[src/rtl/zombie_pkg.sv]
`timescale 1ns/1ps
// Shared definitions for the zombie lane game: one-hot game states, default lawn
// geometry, level count and the move-divider terminal-count helper.
package zombie_pkg;

  localparam logic [7:0] ST_I      = 8'h01;
  localparam logic [7:0] ST_L1     = 8'h02;
  localparam logic [7:0] ST_NL2    = 8'h04;
  localparam logic [7:0] ST_L2     = 8'h08;
  localparam logic [7:0] ST_NL3    = 8'h10;
  localparam logic [7:0] ST_L3     = 8'h20;
  localparam logic [7:0] ST_DONE_L = 8'h40;
  localparam logic [7:0] ST_DONE_W = 8'h80;

  typedef enum logic [7:0] {
    S_I      = ST_I,
    S_L1     = ST_L1,
    S_NL2    = ST_NL2,
    S_L2     = ST_L2,
    S_NL3    = ST_NL3,
    S_L3     = ST_L3,
    S_DONE_L = ST_DONE_L,
    S_DONE_W = ST_DONE_W
  } state_e;

  localparam int LAWN_START_X = 639;
  localparam int LAWN_END_X   = 0;
  localparam int NUM_LEVELS   = 3;

  // Last divider count for a level; the period halves each level and never drops below one clock.
  function automatic int div_term(input int tick_div, input int lvl);
    int period;
    period = tick_div >> (lvl - 1);
    return (period > 0) ? period - 1 : 0;
  endfunction

endpackage

[src/rtl/zombie_lane.sv]
`timescale 1ns/1ps
// One zombie lane: holds liveness and X position, applies flush > hit > spawn > move
// priority, and raises a sticky loss flag when the zombie reaches the end of the lawn.
module zombie_lane
  import zombie_pkg::*;
#(
  parameter int X_W     = 10,
  parameter int START_X = LAWN_START_X,
  parameter int END_X   = LAWN_END_X
) (
  input  logic           clk,
  input  logic           reset_n,
  input  logic           flush_i,
  input  logic           run_i,
  input  logic           spawn_i,
  input  logic           hit_i,
  input  logic           tick_i,
  output logic           active_o,
  output logic [X_W-1:0] x_o,
  output logic           loss_o
);

  localparam logic [X_W-1:0] X_START = X_W'(START_X);
  localparam logic [X_W-1:0] X_END   = X_W'(END_X);

  logic           active_q, active_d;
  logic [X_W-1:0] x_q, x_d;
  logic           loss_q, loss_d;

  always_comb begin
    // NOTE: every next-state signal takes its hold value first, so no branch can infer a latch.
    active_d = active_q;
    x_d      = x_q;
    loss_d   = loss_q;
    if (flush_i) begin
      active_d = 1'b0;
      x_d      = X_START;
      loss_d   = 1'b0;
    end else if (hit_i) begin
      // A hit beats a same-cycle move (no loss) and drops a same-cycle spawn.
      active_d = 1'b0;
    end else if (!active_q) begin
      if (spawn_i && run_i) begin
        active_d = 1'b1;
        x_d      = X_START;
      end
    end else if (tick_i && (x_q != X_END)) begin
      x_d = x_q - 1'b1;
      if (x_d == X_END) loss_d = 1'b1;
    end
  end

  always_ff @(posedge clk or negedge reset_n) begin
    // NOTE: async reset puts the lane at its spawn point; non-blocking keeps all flops in step.
    if (!reset_n) begin
      active_q <= 1'b0;
      x_q      <= X_START;
      loss_q   <= 1'b0;
    end else begin
      active_q <= active_d;
      x_q      <= x_d;
      loss_q   <= loss_d;
    end
  end

  assign active_o = active_q;
  assign x_o      = x_q;
  assign loss_o   = loss_q;

endmodule

[src/rtl/zombie_lane_engine.sv]
`timescale 1ns/1ps
// Zombie lane game engine: level FSM, per-level move divider, kill counters and
// NUM_LANES independent lanes.
module zombie_lane_engine
  import zombie_pkg::*;
#(
  parameter int NUM_LANES       = 5,
  parameter int X_W             = 10,
  parameter int TICK_DIV        = 500000,
  parameter int START_X         = LAWN_START_X,
  parameter int END_X           = LAWN_END_X,
  parameter int KILLS_PER_LEVEL = 8
) (
  input  logic                     clk,
  input  logic                     reset_n,
  input  logic                     start,
  input  logic [NUM_LANES-1:0]     spawn_req,
  input  logic [NUM_LANES-1:0]     hit,
  output logic [NUM_LANES*X_W-1:0] zombie_x,
  output logic [NUM_LANES-1:0]     zombie_active,
  output logic [7:0]               state,
  output logic [1:0]               level,
  output logic [15:0]              zombies_killed,
  output logic                     move_tick
);

  localparam int DIV_W = $clog2(TICK_DIV + 1);
  localparam int LK_W  = $clog2(KILLS_PER_LEVEL + NUM_LANES + 1);
  localparam int CNT_W = $clog2(NUM_LANES + 1);

  localparam logic [DIV_W-1:0] TERM_L1 = DIV_W'(div_term(TICK_DIV, 1));
  localparam logic [DIV_W-1:0] TERM_L2 = DIV_W'(div_term(TICK_DIV, 2));
  localparam logic [DIV_W-1:0] TERM_L3 = DIV_W'(div_term(TICK_DIV, NUM_LEVELS));

  state_e            state_q;
  state_e            clear_next;
  logic [1:0]        level_q;
  logic [DIV_W-1:0]  div_q;
  logic [DIV_W-1:0]  term_sel;
  logic [15:0]       kills_q;
  logic [LK_W-1:0]   lvl_kills_q;
  logic [LK_W-1:0]   lvl_kills_sum;
  logic [16:0]       kills_sum;
  logic [CNT_W-1:0]  kill_cnt;
  logic [NUM_LANES-1:0] kill_mask;
  logic [NUM_LANES-1:0] lane_loss;
  logic              in_lx;
  logic              loss_any;
  logic              level_clear;
  logic              lane_flush;

  assign in_lx = state_q inside {S_L1, S_L2, S_L3};

  always_comb begin
    case (level_q)
      2'd1:    term_sel = TERM_L1;
      2'd2:    term_sel = TERM_L2;
      default: term_sel = TERM_L3;
    endcase
  end

  assign move_tick = in_lx && (div_q == term_sel);

  // Only hits that land on a live zombie count as kills.
  assign kill_mask = hit & zombie_active;

  always_comb begin
    kill_cnt = '0;
    for (int i = 0; i < NUM_LANES; i++) kill_cnt = kill_cnt + CNT_W'(kill_mask[i]);
  end

  assign kills_sum     = {1'b0, kills_q} + 17'(kill_cnt);
  assign lvl_kills_sum = lvl_kills_q + LK_W'(kill_cnt);
  assign loss_any      = |lane_loss;
  assign level_clear   = lvl_kills_sum >= LK_W'(KILLS_PER_LEVEL);
  assign lane_flush    = in_lx && (loss_any || level_clear);

  always_comb begin
    case (state_q)
      S_L1:    clear_next = S_NL2;
      S_L2:    clear_next = S_NL3;
      default: clear_next = S_DONE_W;
    endcase
  end

  always_ff @(posedge clk or negedge reset_n) begin
    if (!reset_n) begin
      state_q     <= S_I;
      level_q     <= '0;
      div_q       <= '0;
      kills_q     <= '0;
      lvl_kills_q <= '0;
    end else begin
      case (state_q)
        S_I: if (start) begin
          state_q     <= S_L1;
          level_q     <= 2'd1;
          div_q       <= '0;
          lvl_kills_q <= '0;
        end
        S_L1, S_L2, S_L3: begin
          kills_q <= kills_sum[16] ? 16'hFFFF : kills_sum[15:0];
          // Loss outranks a same-cycle level clear.
          if (loss_any) begin
            state_q     <= S_DONE_L;
            div_q       <= '0;
            lvl_kills_q <= '0;
          end else if (level_clear) begin
            state_q     <= clear_next;
            div_q       <= '0;
            lvl_kills_q <= '0;
          end else begin
            lvl_kills_q <= lvl_kills_sum;
            div_q       <= move_tick ? '0 : div_q + 1'b1;
          end
        end
        S_NL2: if (start) begin
          state_q <= S_L2;
          level_q <= 2'd2;
          div_q   <= '0;
        end
        S_NL3: if (start) begin
          state_q <= S_L3;
          level_q <= 2'(NUM_LEVELS);
          div_q   <= '0;
        end
        S_DONE_L, S_DONE_W: if (start) begin
          state_q <= S_I;
          level_q <= '0;
          kills_q <= '0;
        end
        default: begin
          state_q     <= S_I;
          level_q     <= '0;
          div_q       <= '0;
          kills_q     <= '0;
          lvl_kills_q <= '0;
        end
      endcase
    end
  end

  for (genvar i = 0; i < NUM_LANES; i++) begin : g_lane
    zombie_lane #(
      .X_W     (X_W),
      .START_X (START_X),
      .END_X   (END_X)
    ) u_lane (
      .clk      (clk),
      .reset_n  (reset_n),
      .flush_i  (lane_flush),
      .run_i    (in_lx),
      .spawn_i  (spawn_req[i]),
      .hit_i    (hit[i]),
      .tick_i   (move_tick),
      .active_o (zombie_active[i]),
      .x_o      (zombie_x[i*X_W +: X_W]),
      .loss_o   (lane_loss[i])
    );
  end

  assign state          = state_q;
  assign level          = level_q;
  assign zombies_killed = kills_q;

endmodule

[config.mk]
export PLATFORM = sky130hd
export DESIGN_NAME = zombie_lane_engine
export DESIGN_NICKNAME = d
export VERILOG_FILES = /design/src/rtl/zombie_pkg.sv /design/src/rtl/zombie_lane.sv /design/src/rtl/zombie_lane_engine.sv
export SDC_FILE = /design/constraint.sdc
export NUM_CORES = 1
export LEC_CHECK = 0
export CORE_MARGIN = 2
export CORE_UTILIZATION = 45
export CTS_CLUSTER_DIAMETER = 120
export DETAILED_ROUTE_END_ITERATION = 8
export DONT_BUFFER_PORTS = 1
export MAX_ROUTING_LAYER = met4
export SYNTH_ARGS = -nofsm -noshare
export SYNTH_HDL_FRONTEND = slang
export SYNTH_SLANG_ARGS = --single-unit
export TNS_END_PERCENT = 5
[constraint.sdc]
create_clock -name clk -period 4.98 [get_ports clk]
set_input_delay 0.498 -clock clk [delete_from_list [all_inputs] [get_ports clk]]
set_output_delay 0.498 -clock clk [all_outputs]
set_load 0.01 [all_outputs]
Word level (Yosys, flattened, before mapping)
Index checks and enable logic that the tools add are counted.
{"block": "word_totals", "wordCells": 225, "in_bits": 13, "output_inout_bits": 82, "ff_bits": 109}
{"block": "classes", "n_mux": 96, "n_bitwise": 5, "order_cmp": 1, "eq_ne": 27, "n_reduce_logical": 64, "addsub": 12}
{"cell": "$mux 10", "n": 25}
{"cell": "$mux 19", "n": 4}
{"cell": "$pmux 19 s3", "n": 1}
{"cell": "$logic_not 10->1", "n": 5}
{"cell": "$reduce_bool 10->1", "n": 5}
{"cell": "$sub 10x1->10 const B", "n": 5}
{"cell": "$mux 8", "n": 6}
{"cell": "$pmux 16 s3", "n": 1}
{"cell": "$mux 1", "n": 45}
{"cell": "$pmux 8 s5", "n": 1}
{"cell": "$pmux 19 s2", "n": 1}
{"cell": "$mux 16", "n": 2}
{"cell": "$reduce_bool 2->1", "n": 15}
{"cell": "$reduce_and 4->1", "n": 5}
{"cell": "$add 19x1->19 const B", "n": 1}
{"cell": "$eq 19x19->1", "n": 1}
{"cell": "$reduce_bool 3->1", "n": 6}
{"cell": "$add 16x3->17", "n": 1}
{"cell": "$pmux 8 s2", "n": 1}
{"cell": "$ne 3x3->1 const B", "n": 5}
{"cell": "$reduce_and 3->1", "n": 5}
{"cell": "$logic_and 1x1->1", "n": 12}
{"cell": "$mux 4", "n": 3}
{"cell": "$ne 2x1->1 const B", "n": 6}
{"cell": "29 further kinds", "n": 43}

Longest topological paths before layout
{"block": "depth", "word_depth": 11, "mapped_depth": 16, "depth_no_buf": 14}

Cells and area by module
Synthesis repeated with hierarchy kept, for this count alone.
{"block": "hier_totals", "cells_unflattened": 826, "hier_area_um2": 7652.3}
{"module": "zombie_lane", "instances": 5, "seq_area_each_um2": 310.3, "cells_each": 89, "area_each_um2": 857.1}
{"module": "zombie_lane_engine", "instances": 1, "seq_area_each_um2": 1227.4, "cells_each": 381, "area_each_um2": 3367.0}

Least setup slack after synthesis
OpenSTA, ideal clock, no wires.
{"block": "synth_timing", "path_type": "flip-flop to flip-flop", "from": "register g_lane[1].u_lane.active_q", "to": "register g_lane[4].u_lane.x_q[7]", "setup_time_ns": 0.118, "arrival_ns": 3.717, "setup_slack_ns": 1.145, "period_less_slack_ns": 3.835, "stages_incl_launch_ff": 16, "n_path_buf": 2, "required_time_ns": 4.862, "cell_sequence": "dfrtp_1 clkbuf_1 and2_1 fa_1 inv_1 fa_1 inv_1 ha_1 ha_1 nand3_1 and3b_1 o21ai_1 clkbuf_1 a211oi_1 a311o_1 a21o_1"}
{"block": "synth_between", "elab_chain_cells": 11, "word_cells_on_any_way": 14, "classes_between": "add/sub: 5; order compare: 1; eq/ne: 2; mux: 1; bitwise: 1; reduce/logical: 4"}
{"element": "start, declared", "line_no": "zombie_lane.sv:26", "rtl": "logic active_q, active_d;"}
{"element": "start signal, assigned", "line_no": "zombie_lane.sv:60", "rtl": "active_q <= active_d;"}
{"element": "$and 5x5->5 (*)", "line_no": "zombie_lane_engine.sv:65", "rtl": "assign kill_mask = hit & zombie_active;"}
{"element": "$add 1x1->2 (*)", "line_no": "zombie_lane_engine.sv:69", "rtl": "for (int i = 0; i < NUM_LANES; i++) kill_cnt = kill_cnt + CNT_W'(kill_mask[i]);"}
{"element": "$add 2x1->3 (*)", "line_no": "zombie_lane_engine.sv:69"}
{"element": "$add 3x1->3 (*) (2 in series)", "line_no": "zombie_lane_engine.sv:69"}
{"element": "$add 4x3->4 (*)", "line_no": "zombie_lane_engine.sv:73", "rtl": "assign lvl_kills_sum = lvl_kills_q + LK_W'(kill_cnt);"}
{"element": "$ge 4x4->1 (*)", "line_no": "zombie_lane_engine.sv:75", "rtl": "assign level_clear = lvl_kills_sum >= LK_W'(KILLS_PER_LEVEL);"}
{"element": "$logic_or 1x1->1 (*)", "line_no": "zombie_lane_engine.sv:76", "rtl": "assign lane_flush = in_lx && (loss_any || level_clear);"}
{"element": "$logic_and 1x1->1 (*)", "line_no": "zombie_lane_engine.sv:76"}
{"element": "$ne 3x3->1 (no line), or another cell as far along"}
{"element": "$reduce_and 3->1 (no line)"}
{"element": "end signal, assigned", "line_no": "zombie_lane.sv:57", "rtl": "x_q <= X_START;"}
{"element": "end signal, assigned", "line_no": "zombie_lane.sv:61", "rtl": "x_q <= x_d;"}
{"element": "end, declared", "line_no": "zombie_lane.sv:27", "rtl": "logic [X_W-1:0] x_q, x_d;"}
Every way passes the cells marked *; elsewhere a longest branch is shown, timed or not.
A chain may end at the register's enable or synchronous reset.

Worst setup path in the final report
{"block": "layout_timing", "from": "register g_lane[0].u_lane.active_q", "to": "register div_q[2]"}
{"block": "layout_between", "elab_chain_cells": 10}
{"element": "start, declared", "line_no": "zombie_lane.sv:26"}
{"element": "start signal, assigned", "line_no": "zombie_lane.sv:60"}
{"element": "$and 5x5->5", "line_no": "zombie_lane_engine.sv:65"}
{"element": "$add 1x1->2", "line_no": "zombie_lane_engine.sv:69"}
{"element": "$add 2x1->3", "line_no": "zombie_lane_engine.sv:69"}
{"element": "$add 3x1->3 (2 in series)", "line_no": "zombie_lane_engine.sv:69"}
{"element": "$add 4x3->4", "line_no": "zombie_lane_engine.sv:73"}
{"element": "$ge 4x4->1", "line_no": "zombie_lane_engine.sv:75"}
{"element": "$mux 19", "line_no": "zombie_lane_engine.sv:108", "rtl": "end else if (level_clear) begin"}
{"element": "$mux 19", "line_no": "zombie_lane_engine.sv:104", "rtl": "if (loss_any) begin"}
{"element": "$pmux 19 s3", "line_no": "zombie_lane_engine.sv:94", "rtl": "case (state_q)"}
{"element": "end signal, assigned", "line_no": "zombie_lane_engine.sv:114", "rtl": "div_q <= move_tick ? '0 : div_q + 1'b1;"}
{"element": "end, declared", "line_no": "zombie_lane_engine.sv:38", "rtl": "logic [DIV_W-1:0] div_q;"}
Every way passes these cells.

==> impl_results.rst <==
.. list-table::
   :header-rows: 1

   * - Metric
     - Value
   * - Int Power
     - between 1500 and 2000 uW
   * - Initial antenna violation count
     - 0
   * - Number of buffers and inverters on the critical path
     - 3
   * - Worst endpoint required time
     - about 5.3 ns
   * - CTS clock-pin slew for the worst setup and hold paths
     - around 0.080 ns
   * - Die area
     - ~17000 um2
   * - Max-Cap Viols
     - 0
   * - GPL Wtd Cong
     - about 0.91
   * - Sum of routed wire length over all layers
     - approximately 19000 um
   * - Post-CTS setup buffers
     - 0
   * - Flops & latches, synth
     - around 110
   * - Synth Area in Compound Gates
     - between 10% and 20%
   * - Crit path launch type
     - flop
   * - Power per cell area
     - around 400 nW/um2
   * - Fraction of final layout cells with drive strength greater than 1
     - about an eighth
   * - Worst Max-Slew Pin Slew
     - 0.879 ns
   * - Clk_skew
     - approximately 0.013 ns
   * - RSZ-0062 raised after global routing
     - no
   * - Reported net switching power
     - 1210 uW
   * - Period Utilization, post-route
     - 91.5%
   * - Top cells by count, synth
     - sky130_fd_sc_hd__nand2_1, sky130_fd_sc_hd__dfrtp_1, sky130_fd_sc_hd__o21ai_0, sky130_fd_sc_hd__nor2_1
   * - IO Port Bufs
     - 0
   * - I/O pins
     - 95
   * - Number of violations reported at the end of detailed-routing iteration 0
     - 429
   * - Xor and xnor fraction of the mapped netlist area
     - between 2 and 3%
   * - Sw frac
     - between 30 and 40%
   * - Vias after detailed routing
     - roughly 6200
   * - Synth top area share
     - about a quarter
   * - Slowest CP cell
     - sky130_fd_sc_hd__nor3_2
   * - Kind of cell with the highest combined delay on the critical path
     - adder cells
   * - Portion of the post-synthesis area used by sequential elements
     - 39.5%
   * - Clock buffers created by TritonCTS
     - 9
   * - Clock power frac
     - between 20 and 25%
   * - Row count
     - between 40 and 50
   * - Pre-Repair DR Iteration Count
     - 5
   * - Overflow left after global routing
     - 0
   * - Cell area after technology mapping
     - roughly 7000 um2
   * - Share of synthesized area spent on multiplexers
     - under 10%
   * - Clock latency at the later pin of the worst-skew pair
     - 0.36 ns
   * - Core utilization of the finished layout
     - between 40% and 50%
   * - Net Count, Synth
     - 843
   * - Final setup vio count
     - 0
   * - Library cell with the largest summed area after synthesis
     - sky130_fd_sc_hd__dfrtp_1
   * - Post-CTS sizing
     - 0
   * - Maximum number of pins on one net before global-route repair
     - 90
   * - Vertical extent of the die
     - 129 um
   * - Top-count cell post-synth
     - sky130_fd_sc_hd__nand2_1
   * - Gate Count Post-Synth
     - 806
   * - Initial core utilization
     - between 40% and 50%
   * - Count of flip-flops with a built-in enable after synthesis
     - 0
   * - Net count reported at finish
     - 831
   * - Status
     - complete, no violations
   * - Hpwl dp
     - approximately 13000 um
   * - Max incr delay on CP
     - 0.72 ns
   * - Buffer cell driving the clock tree root
     - sky130_fd_sc_hd__clkbuf_16
   * - Fraction of the mapped netlist area in simple logic gates
     - 26.6%
   * - Main combinational cell family by area after synthesis
     - simple AND/OR/NAND/NOR gates
   * - TNS Setup
     - 0 ns
   * - Hold_buf cts
     - 2
   * - Die span in x
     - 129 um
   * - Maximum fanout count along the critical path
     - 15
   * - Dominant cells by area after synthesis
     - sky130_fd_sc_hd__dfrtp_1, sky130_fd_sc_hd__dfstp_2, sky130_fd_sc_hd__o21ai_0
   * - Timing-limited maximum frequency
     - between 200 and 250 MHz
   * - Placement Setup Slack
     - roughly 0.46 ns
   * - CTS H-tree lvls
     - 3
   * - Clock period minus worst slack
     - 4.56 ns
   * - Avg Synthesized Cell Area
     - around 8.7 um2
   * - Power share of the combinational group
     - between 30% and 40%
   * - Nature of the critical path endpoint
     - flop
   * - Adder-cell share of the synthesized area
     - approximately 4.7%
   * - Wire length of the first global-routing pass
     - slightly above 30000 um
   * - Via count of the first global-routing pass
     - around 6100
   * - Area of the core
     - around 15000 um2
   * - Clock sink count
     - roughly 110
   * - Worst Hold Class
     - in2async
   * - Max transition margin
     - 41.0%
   * - Flop pwr share
     - 44.5%
   * - Hold Slack
     - between 0.04 and 0.05 ns
   * - Count of warnings emitted by yosys
     - 0
   * - Number of nets still failing antenna checks after routing
     - 0
   * - Overall fraction of global-route tracks in use
     - between 20% and 30%
   * - Final setup margin
     - roughly 0.42 ns
   * - CP cell instances
     - and2_1 -> fa_1 -> inv_1 -> fa_1 -> inv_1 -> ha_1 -> ha_1 -> nand3_1 -> a21boi_0 -> o21ai_1 -> nor3_2 -> buf_4 -> a21oi_1 -> o21ai_0
   * - CTS tree
     - yes
   * - Signal arrival time at the worst endpoint
     - between 4 and 5 ns
   * - Primary FF master, synth
     - sky130_fd_sc_hd__dfrtp_1
   * - ANT cells
     - 0
   * - Growth of design area from synthesis to finish
     - 7.31%
   * - Number of hold violations in the final report
     - 0
   * - Deepest clock path buffer count
     - 2
   * - Ys async rst share
     - 100%
   * - Average wire per standard cell
     - about 19 um
   * - Leakage power figure
     - about 0.0030 uW
   * - Start-to-end type of the worst setup path
     - reg2reg
   * - Slew Limit Fails
     - 0
   * - DRC violation count after routing
     - 0
   * - Average via count per standard cell
     - between 6 and 7
   * - Worst VDD drop
     - 0.000186 V
   * - Count of cell types in the netlist
     - 84
metal layers:
metal / up-vias / share of wire (%) / routed length (um) / GRT usage (%)
li1: 2938 / - / - / -
met3: 19 / 5.7 / 1070 / 4.78
met4: 0 / 1.3 / 247 / 7.67
met5: - / 0 / 0 / -
met2: 178 / 47 / 8980 / 37.7
met1: 3056 / 46 / 8660 / 31.4
layout make-up:
class                      instances  area (um2)
fill                            1446        7710
multi-input combinational        618        3930
sequential                       109        2780
tap                              211         264
clock buffer                      11         243
inverter                          46         173
timing repair buffer              10         108
clock inverter                     5        50.0
final timing paths:
check	from	end	slack, ns	cells after the start
max	g_lane[0].u_lane.active_o	div_q[2]	0.42	14
min	reset_n	div_q[9]	0.04	1
max reg2reg	g_lane[0].u_lane.active_o	div_q[2]	0.42	14
min reg2reg	g_lane[0].u_lane.loss_o	g_lane[0].u_lane.loss_o	0.48	2
max in group asynchronous	reset_n	g_lane[0].u_lane.x_o[3]	4.53	1
min in group clk	hit[4]	g_lane[4].u_lane.active_o	0.20	1
power by group through the flow:
stage	Sequential [uW]	Clock (uW)	Combinational, uW
2_1_floorplan	1280	0	749
3_3_place_gp	1360	0	898
3_5_place_dp	1370	0	919
4_1_cts	1360	755	949
5_1_grt	1390	788	1070
6_report	1360	741	953
state kept, by name, summed over array words and instances, names as in the netlist:
name / cells
g_lane.u_lane.x_o: 50
div_q: 19
zombies_killed: 16
state: 8
g_lane.u_lane.active_o: 5
g_lane.u_lane.loss_o: 5
lvl_kills_q: 4
level: 2
cell usage in the layout, fill, tap and decap left out, types with 20 or more instances in the layout:
| master | n |
|---|---|
| sky130_fd_sc_hd__nand3_1 | 32 |
| sky130_fd_sc_hd__dfrtp_1 | 68 |
| sky130_fd_sc_hd__dfstp_2 | 41 |
| sky130_fd_sc_hd__nor2_1 | 57 |
| sky130_fd_sc_hd__a21oi_1 | 46 |
| sky130_fd_sc_hd__nor3_1 | 45 |
| sky130_fd_sc_hd__inv_1 | 46 |
| sky130_fd_sc_hd__o21ai_0 | 66 |
| sky130_fd_sc_hd__ha_1 | 20 |
| sky130_fd_sc_hd__nand2_1 | 73 |
worst register-to-register path, delay by kind of cell, from the launching register on:
kind / cells / cell delay (ns)
AOI/OAI and AO/OA: 4 / 0.96
adders and majority gates: 4 / 1.55
buffers and inverters: 3 / 0.46
DFF: 1 / 0.47
and+or+nand+nor: 3 / 1.03
kinds of logic after synthesis:
logic type | after synthesis
AOI/OAI and AO/OA | 219
xor gates and xnor gates | 22
adders and majority gates | 24
buffers and inverters | 79
DFF | 109
muxes | 13
and+or+nand+nor | 340
per-stage QoR:
step | power (uW) | instance area (um2) | std cells
after detailed placement | 2290 | 7200 | 992
after global placement | 2260 | 7200 | 992
after CTS | 3060 | 7540 | 1010
final | 3050 | 7540 | 1010
after floorplan | 2030 | 7030 | 806
after global routing | 3250 | 7540 | 1010
No activity file was read; power rests on OpenSTA's default activity.
